--- config.mk ---
export PLATFORM = sky130hd
export DESIGN_NAME = min_sad_select_flat
export DESIGN_NICKNAME = d
export VERILOG_FILES = /design/src/rtl/min_sad_select_pkg.sv /design/src/rtl/min_sad_select_if.sv /design/src/rtl/min_sad_select.sv /design/src/flat_wrapper.sv
export SDC_FILE = /design/constraint.sdc
export NUM_CORES = 1
export LEC_CHECK = 0
export CAP_MARGIN = 5
export CORE_ASPECT_RATIO = 0.9
export CORE_UTILIZATION = 40
export CTS_CLUSTER_SIZE = 12
export DETAILED_ROUTE_END_ITERATION = 16
export GPL_TIMING_DRIVEN = 0
export PLACE_DENSITY = 0.67
export RECOVER_POWER = 25
export SLEW_MARGIN = 20
export SYNTH_ARGS = -nofsm -noshare
export SYNTH_HDL_FRONTEND = slang
export SYNTH_SLANG_ARGS = --single-unit
--- constraint.sdc ---
create_clock -name clk -period 2.9 [get_ports clk]
set_clock_uncertainty 0.2 [all_clocks]
set_input_delay 0.435 -clock clk [delete_from_list [all_inputs] [get_ports clk]]
set_output_delay 0.435 -clock clk [all_outputs]
set_load 0.005 [all_outputs]
--- src/rtl/min_sad_select_pkg.sv ---
// Shared widths, sentinel SAD value and FSM state encoding for the min-SAD
// candidate selector.
package min_sad_select_pkg;

    localparam int SAD_W = 12;
    localparam int IDX_W = 4;
    localparam logic [SAD_W-1:0] MAX_SAD = 12'hFFF;

    localparam logic [1:0] ST_IDLE   = 2'd0;
    localparam logic [1:0] ST_SEARCH = 2'd1;
    localparam logic [1:0] ST_DONE   = 2'd2;

endpackage

--- src/rtl/min_sad_select_if.sv ---
// Candidate stream in, best-match result out. The SAD producer side is the
// master; the selector is the slave.
interface min_sad_select_if;
    import min_sad_select_pkg::*;

    logic             start;
    logic             sad_valid;
    logic [SAD_W-1:0] sad;
    logic             busy;
    logic             done;
    logic [SAD_W-1:0] best_sad;
    logic [IDX_W-1:0] best_x;
    logic [IDX_W-1:0] best_y;

    modport master (
        output start, sad_valid, sad,
        input  busy, done, best_sad, best_x, best_y
    );

    modport slave (
        input  start, sad_valid, sad,
        output busy, done, best_sad, best_x, best_y
    );

endinterface

--- src/rtl/min_sad_select.sv ---
// Walks a SEARCH_W x SEARCH_H candidate window in raster order and keeps the
// first candidate with the strictly smallest SAD.
module min_sad_select #(
    parameter int SEARCH_W = 13,
    parameter int SEARCH_H = 13
) (
    input logic             clk,
    input logic             rst_n,
    min_sad_select_if.slave bus
);
    import min_sad_select_pkg::*;

    localparam logic [IDX_W-1:0] LAST_X = IDX_W'(SEARCH_W - 1);
    localparam logic [IDX_W-1:0] LAST_Y = IDX_W'(SEARCH_H - 1);

    logic [1:0]       state_q, state_d;
    logic [SAD_W-1:0] best_sad_q, best_sad_d;
    logic [IDX_W-1:0] best_x_q, best_x_d;
    logic [IDX_W-1:0] best_y_q, best_y_d;
    logic [IDX_W-1:0] cx_q, cx_d;
    logic [IDX_W-1:0] cy_q, cy_d;

    always_comb begin
        state_d    = state_q;
        best_sad_d = best_sad_q;
        best_x_d   = best_x_q;
        best_y_d   = best_y_q;
        cx_d       = cx_q;
        cy_d       = cy_q;

        case (state_q)
            ST_IDLE: begin
                if (bus.start) begin
                    state_d    = ST_SEARCH;
                    best_sad_d = MAX_SAD;
                    best_x_d   = '0;
                    best_y_d   = '0;
                    cx_d       = '0;
                    cy_d       = '0;
                end
            end
            ST_SEARCH: begin
                if (bus.sad_valid) begin
                    // Strict less-than keeps the earliest raster position on ties.
                    if (bus.sad < best_sad_q) begin
                        best_sad_d = bus.sad;
                        best_x_d   = cx_q;
                        best_y_d   = cy_q;
                    end
                    if (cx_q == LAST_X) begin
                        if (cy_q == LAST_Y) begin
                            state_d = ST_DONE;
                        end else begin
                            cx_d = '0;
                            cy_d = cy_q + 1'b1;
                        end
                    end else begin
                        cx_d = cx_q + 1'b1;
                    end
                end
            end
            ST_DONE: begin
                state_d = ST_IDLE;
            end
            default: begin
                state_d = ST_IDLE;
            end
        endcase
    end

    always_ff @(posedge clk or negedge rst_n) begin
        if (!rst_n) begin
            state_q    <= ST_IDLE;
            best_sad_q <= MAX_SAD;
            best_x_q   <= '0;
            best_y_q   <= '0;
            cx_q       <= '0;
            cy_q       <= '0;
        end else begin
            state_q    <= state_d;
            best_sad_q <= best_sad_d;
            best_x_q   <= best_x_d;
            best_y_q   <= best_y_d;
            cx_q       <= cx_d;
            cy_q       <= cy_d;
        end
    end

    assign bus.busy     = (state_q == ST_SEARCH);
    assign bus.done     = (state_q == ST_DONE);
    assign bus.best_sad = best_sad_q;
    assign bus.best_x   = best_x_q;
    assign bus.best_y   = best_y_q;

endmodule

--- src/flat_wrapper.sv ---
// flat-port wrapper written by rule: the top's interface ports become plain ports
module min_sad_select_flat import min_sad_select_pkg::*;
#(
    parameter int SEARCH_W = 13,
    parameter int SEARCH_H = 13
)
  (clk, rst_n, bus_start, bus_sad_valid, bus_sad, bus_busy, bus_done, bus_best_sad, bus_best_x, bus_best_y);
  min_sad_select_if bus_i ();
  input logic clk;
  input logic rst_n;
  input wire logic [$bits(bus_i.start)-1:0] bus_start;
  input wire logic [$bits(bus_i.sad_valid)-1:0] bus_sad_valid;
  input wire logic [$bits(bus_i.sad)-1:0] bus_sad;
  output wire logic [$bits(bus_i.busy)-1:0] bus_busy;
  output wire logic [$bits(bus_i.done)-1:0] bus_done;
  output wire logic [$bits(bus_i.best_sad)-1:0] bus_best_sad;
  output wire logic [$bits(bus_i.best_x)-1:0] bus_best_x;
  output wire logic [$bits(bus_i.best_y)-1:0] bus_best_y;
  assign bus_i.start = bus_start;
  assign bus_i.sad_valid = bus_sad_valid;
  assign bus_i.sad = bus_sad;
  assign bus_busy = bus_i.busy;
  assign bus_done = bus_i.done;
  assign bus_best_sad = bus_i.best_sad;
  assign bus_best_x = bus_i.best_x;
  assign bus_best_y = bus_i.best_y;
  min_sad_select #(.SEARCH_W(SEARCH_W), .SEARCH_H(SEARCH_H)) u_core (.clk(clk), .rst_n(rst_n), .bus(bus_i));
endmodule
==> reports/results.tsv <==
stage	metric	value	unit
status	outcome	complete, but fails checks	
status	failing_checks	max-capacitance violations, max-slew violations	
cts	postCtsHoldBufs	0	
cells_and_area	area_delta_synth_final	30.6	%
timing	setup_viol_count_final	0	
routing	drcViolationCount	0	
cts	cts_tree	yes	
timing	final-hold-violation-count	0	
logic_synthesis	synth.avg_cell_area	10.8	um2
cells_and_area	layout.nets	242	
cts	cts_post_setup_buffers_inserted	0	
setup_path	worst_ep_required_time	2.86	ns
logic_synthesis	postSynthCellCount	167	
floorplanning	placement_rows	22	
cts	cts.repair.resized	0	
timing	timing.final.crit_period	2.45	ns
logic_synthesis	synth_area_leader	sky130_fd_sc_hd__dfrtp_1	
logic_synthesis	proportion_of_synthesized_area_in_mux_cells	0.159	
grt	gr-usage-all-layers	0.180	
logic_synthesis	synth_top_area_frac	0.251	
cells_and_area	layout_common_cells	36 x sky130_fd_sc_hd__clkdlybuf4s50_1, 20 x sky130_fd_sc_hd__o21ai_0, 18 x sky130_fd_sc_hd__dfrtp_1, 17 x sky130_fd_sc_hd__inv_1	
timing	rsz_0062_raised_after_global_routing	no	
grt	grt_busiest_layer	met2	
routing	detailed_route_wire_length	3800	um
cells_and_area	layout.cells.most_common	sky130_fd_sc_hd__clkdlybuf4s50_1	
flow_run	maxCapViolCount	1	
routing	drt.antenna.violating_nets	0	
routing	drtPass1Iterations	4	
floorplanning	die_area	0.00476	mm2
grt	use_met1	0.216	
logic_synthesis	synth_seq_area_share	0.426	
place	routabilityCongestion	0.754	
logic_synthesis	synth_top_family_by_area	multiplexers	
routing	detail_route.iter0.violations	52	
timing	timing.max_slew.rel_slack	-0.0734	
place	io_buffer_count	37	
routing	detail_route.vias_per_cell	4.95	
logic_synthesis	netlist-cell-type-count	28	
cells_and_area	diodes	0	
place	dp.final_hpwl	2800	um
setup_path	slowest_stage	sky130_fd_sc_hd__clkdlybuf4s50_1	
pwr	power_total	2.12	mW
floorplanning	start_util	0.429	
pwr	power_density	905	mW/mm2
timing	setup-tns-final	0	ns
timing	tightestPinTransition	1.61	ns
setup_path	setup.reg_to_reg.worst_slack	0.48	ns
floorplanning	die-height	65.6	um
floorplanning	fp.coreArea	0.00418	mm2
cts	tritoncts.num_buffers	5	
timing	holdWs	0.350	ns
timing	number_of_slew_limit_violations_in_the_final_report	31	
logic_synthesis	ys_seq_elements	30	
grt	grtUsageMet2	0.306	
grt	antenna_violations_before_repair	0	
grt	via_count_of_the_first_global_routing_pass	1359	
logic_synthesis	share_of_the_synthesized_area_in_compound_gates_ao_oa_aoi_oai	0.111	
logic_synthesis	synth_fp_nets	198	
setup_path	critical_path.startpoint_type	primary input	
grt	grtUsageMet3	0.0613	
setup_path	arrival_worst_endpoint	2.41	ns
logic_synthesis	synth_fa_ha_area_frac	0.105	
cts	htree_levels	2	
floorplanning	io-pin-count	38	
setup_path	r2r-start	u_core.bus.best_sad[9]$_DFFE_PN1P_	
logic_synthesis	synth-xor-area-share	0.0195	
setup_path	crit_path_max_incr_delay	0.44	ns
timing	achievable-frequency	0.408	GHz
cells_and_area	fin_util	0.560	
setup_path	crit_type	in2reg	
routing	drt-wirelength-per-cell	14.0	um
cts	clkTransAtPathRegs	0.06	ns
cts	cts.sinks	30	
timing	share_of_the_clock_period_used_by_the_worst_path	0.846	
setup_path	r2r_end	u_core.bus.best_x[3]$_DFFE_PN0P_	
cts	clk_root_buffer_cell	sky130_fd_sc_hd__clkbuf_8	
setup_path	worst-path-max-fanout	10	
grt	grt_first_pass_wirelength	6350	um
logic_synthesis	yosys.area_share.simple	0.113	
floorplanning	chipWidth	72.6	um
pwr	p_leak	1.11	nW
logic_synthesis	ys_top_cells_by_area	sky130_fd_sc_hd__dfrtp_1 25%, sky130_fd_sc_hd__dfstp_2 18%, sky130_fd_sc_hd__mux2_4 13%	
cts	clock_network_latency_to_the_later_pin_of_the_worst_skew_pair	0.28	ns
min_path	hold_class	reg2reg	
setup_path	crit_path_end_kind	flop	
grt	grt_max_degree	31	
setup_path	timing.critical_path.from	bus_sad[11]	
logic_synthesis	synthesis.area	0.00180	mm2
cts	max-clock-path-buffers	2	
setup_path	endpoint	u_core.bus.best_x[3]$_DFFE_PN0P_	
setup_path	worstRegToRegCells	8	
routing	dr_total_vias	1346	
grt	grt_overflow	0	
cells_and_area	post_route_cells_drive_above_1_share	0.198	
setup_path	cell_by_cell_trace_of_the_critical_path	clkdlybuf4s50_1, ha_1, nand4_1, nor4_1, o31ai_1, o2111ai_2, buf_6, mux2_4	
pwr	power.ir.vdd_worst	0.511	mV
logic_synthesis	yosys_warnings	0	
==> critical path: cells and delay by family <==
family / cells / cell delay, ns
compound gates: 2 / 0.23
fa+ha+maj: 1 / 0.31
buf+inv: 2 / 0.67
mux: 1 / 0.31
simple gates: 2 / 0.45
==> where the power goes <==
| group | switching [mW] | internal (mW) |
|---|---|---|
| sequential | 0.111 | 0.648 |
| clock | 0.152 | 0.239 |
| combinational | 0.390 | 0.583 |
| total | 0.653 | 1.47 |
==> state kept, by name (all words and copies together), names as in the netlist <==
register	cells
u_core.cx_q	4
u_core.cy_q	4
u_core.bus.best_x	4
u_core.state_q	2
u_core.bus.best_sad	12
u_core.bus.best_y	4
==> layout make-up <==
class / count / area [um2]
tap: 60 / 75.1
fill: 379 / 1840
inverter: 17 / 63.8
clock buffer: 8 / 110
multi-input combinational: 113 / 910
sequential: 30 / 766
buffer: 7 / 56.3
timing repair buffer: 37 / 364
==> per-layer routing <==
layer  wire [um]  vias up
met5           0        -
met4          38        0
met3         169        4
met2        1880       31
met1        1720      647
li1            -      664
==> metrics by stage <==
stage / setup WS, ns / instances / cell area [um2]
finish: 0.447 / 272 / 2340
CTS: 0.447 / 272 / 2350
global placement: 0.172 / 264 / 2240
floorplan: 0.639 / 167 / 1800
global route: 0.294 / 272 / 2340
detailed placement: 0.160 / 264 / 2240
==> worst min-delay path by stage <==
stage	start	end	slack (ns)	cells past startpoint
6_report	u_core.cy_q[0]$_DFFE_PN0P_	u_core.cy_q[0]$_DFFE_PN0P_	0.35	1
5_1_grt	u_core.cy_q[0]$_DFFE_PN0P_	u_core.cy_q[0]$_DFFE_PN0P_	0.38	1
4_1_cts	rst_n	u_core.state_q[1]$_DFFE_PN0P_	0.01	1
3_5_place_dp	rst_n	u_core.bus.best_y[3]$_DFFE_PN0P_	0.31	1
3_3_place_gp	u_core.cy_q[1]$_DFFE_PN0P_	u_core.cy_q[1]$_DFFE_PN0P_	0.32	2
2_1_floorplan	rst_n	u_core.bus.best_x[0]$_DFFE_PN0P_	-0.06	0
==> synth_stat cells <==
master                      instances
sky130_fd_sc_hd__o21ai_0           20
sky130_fd_sc_hd__dfrtp_1           18
sky130_fd_sc_hd__inv_1             17
sky130_fd_sc_hd__ha_1              15
sky130_fd_sc_hd__mux2_4            15
sky130_fd_sc_hd__dfstp_2           12
sky130_fd_sc_hd__nand2_1            9
sky130_fd_sc_hd__nor2_1             8
sky130_fd_sc_hd__a21oi_1            7
sky130_fd_sc_hd__mux2i_1            6
sky130_fd_sc_hd__nand3_1            5
sky130_fd_sc_hd__nor2b_1            5
sky130_fd_sc_hd__buf_6              4
sky130_fd_sc_hd__xor2_1             4
sky130_fd_sc_hd__and3_1             3
sky130_fd_sc_hd__clkbuf_1           3
sky130_fd_sc_hd__nand4_1            3
sky130_fd_sc_hd__and2b_1            2
sky130_fd_sc_hd__o21ai_1            2
sky130_fd_sc_hd__a211oi_1           1
sky130_fd_sc_hd__a311oi_2           1
sky130_fd_sc_hd__nand2b_1           1
sky130_fd_sc_hd__nor3_1             1
sky130_fd_sc_hd__nor3b_2            1
sky130_fd_sc_hd__nor4_1             1
sky130_fd_sc_hd__o2111ai_2          1
sky130_fd_sc_hd__o22a_1             1
sky130_fd_sc_hd__o31ai_1            1
==> cell families after synthesis <==
group                    Yosys count
flip-flops                        30
buffers and inverters             24
multiplexers                      21
AND/OR/NAND/NOR                   39
adder cells (fa/ha/maj)           15
AO/OA/AOI/OAI                     34
XOR/XNOR                           4
Note: power is estimated with default switching activity, not from simulation.
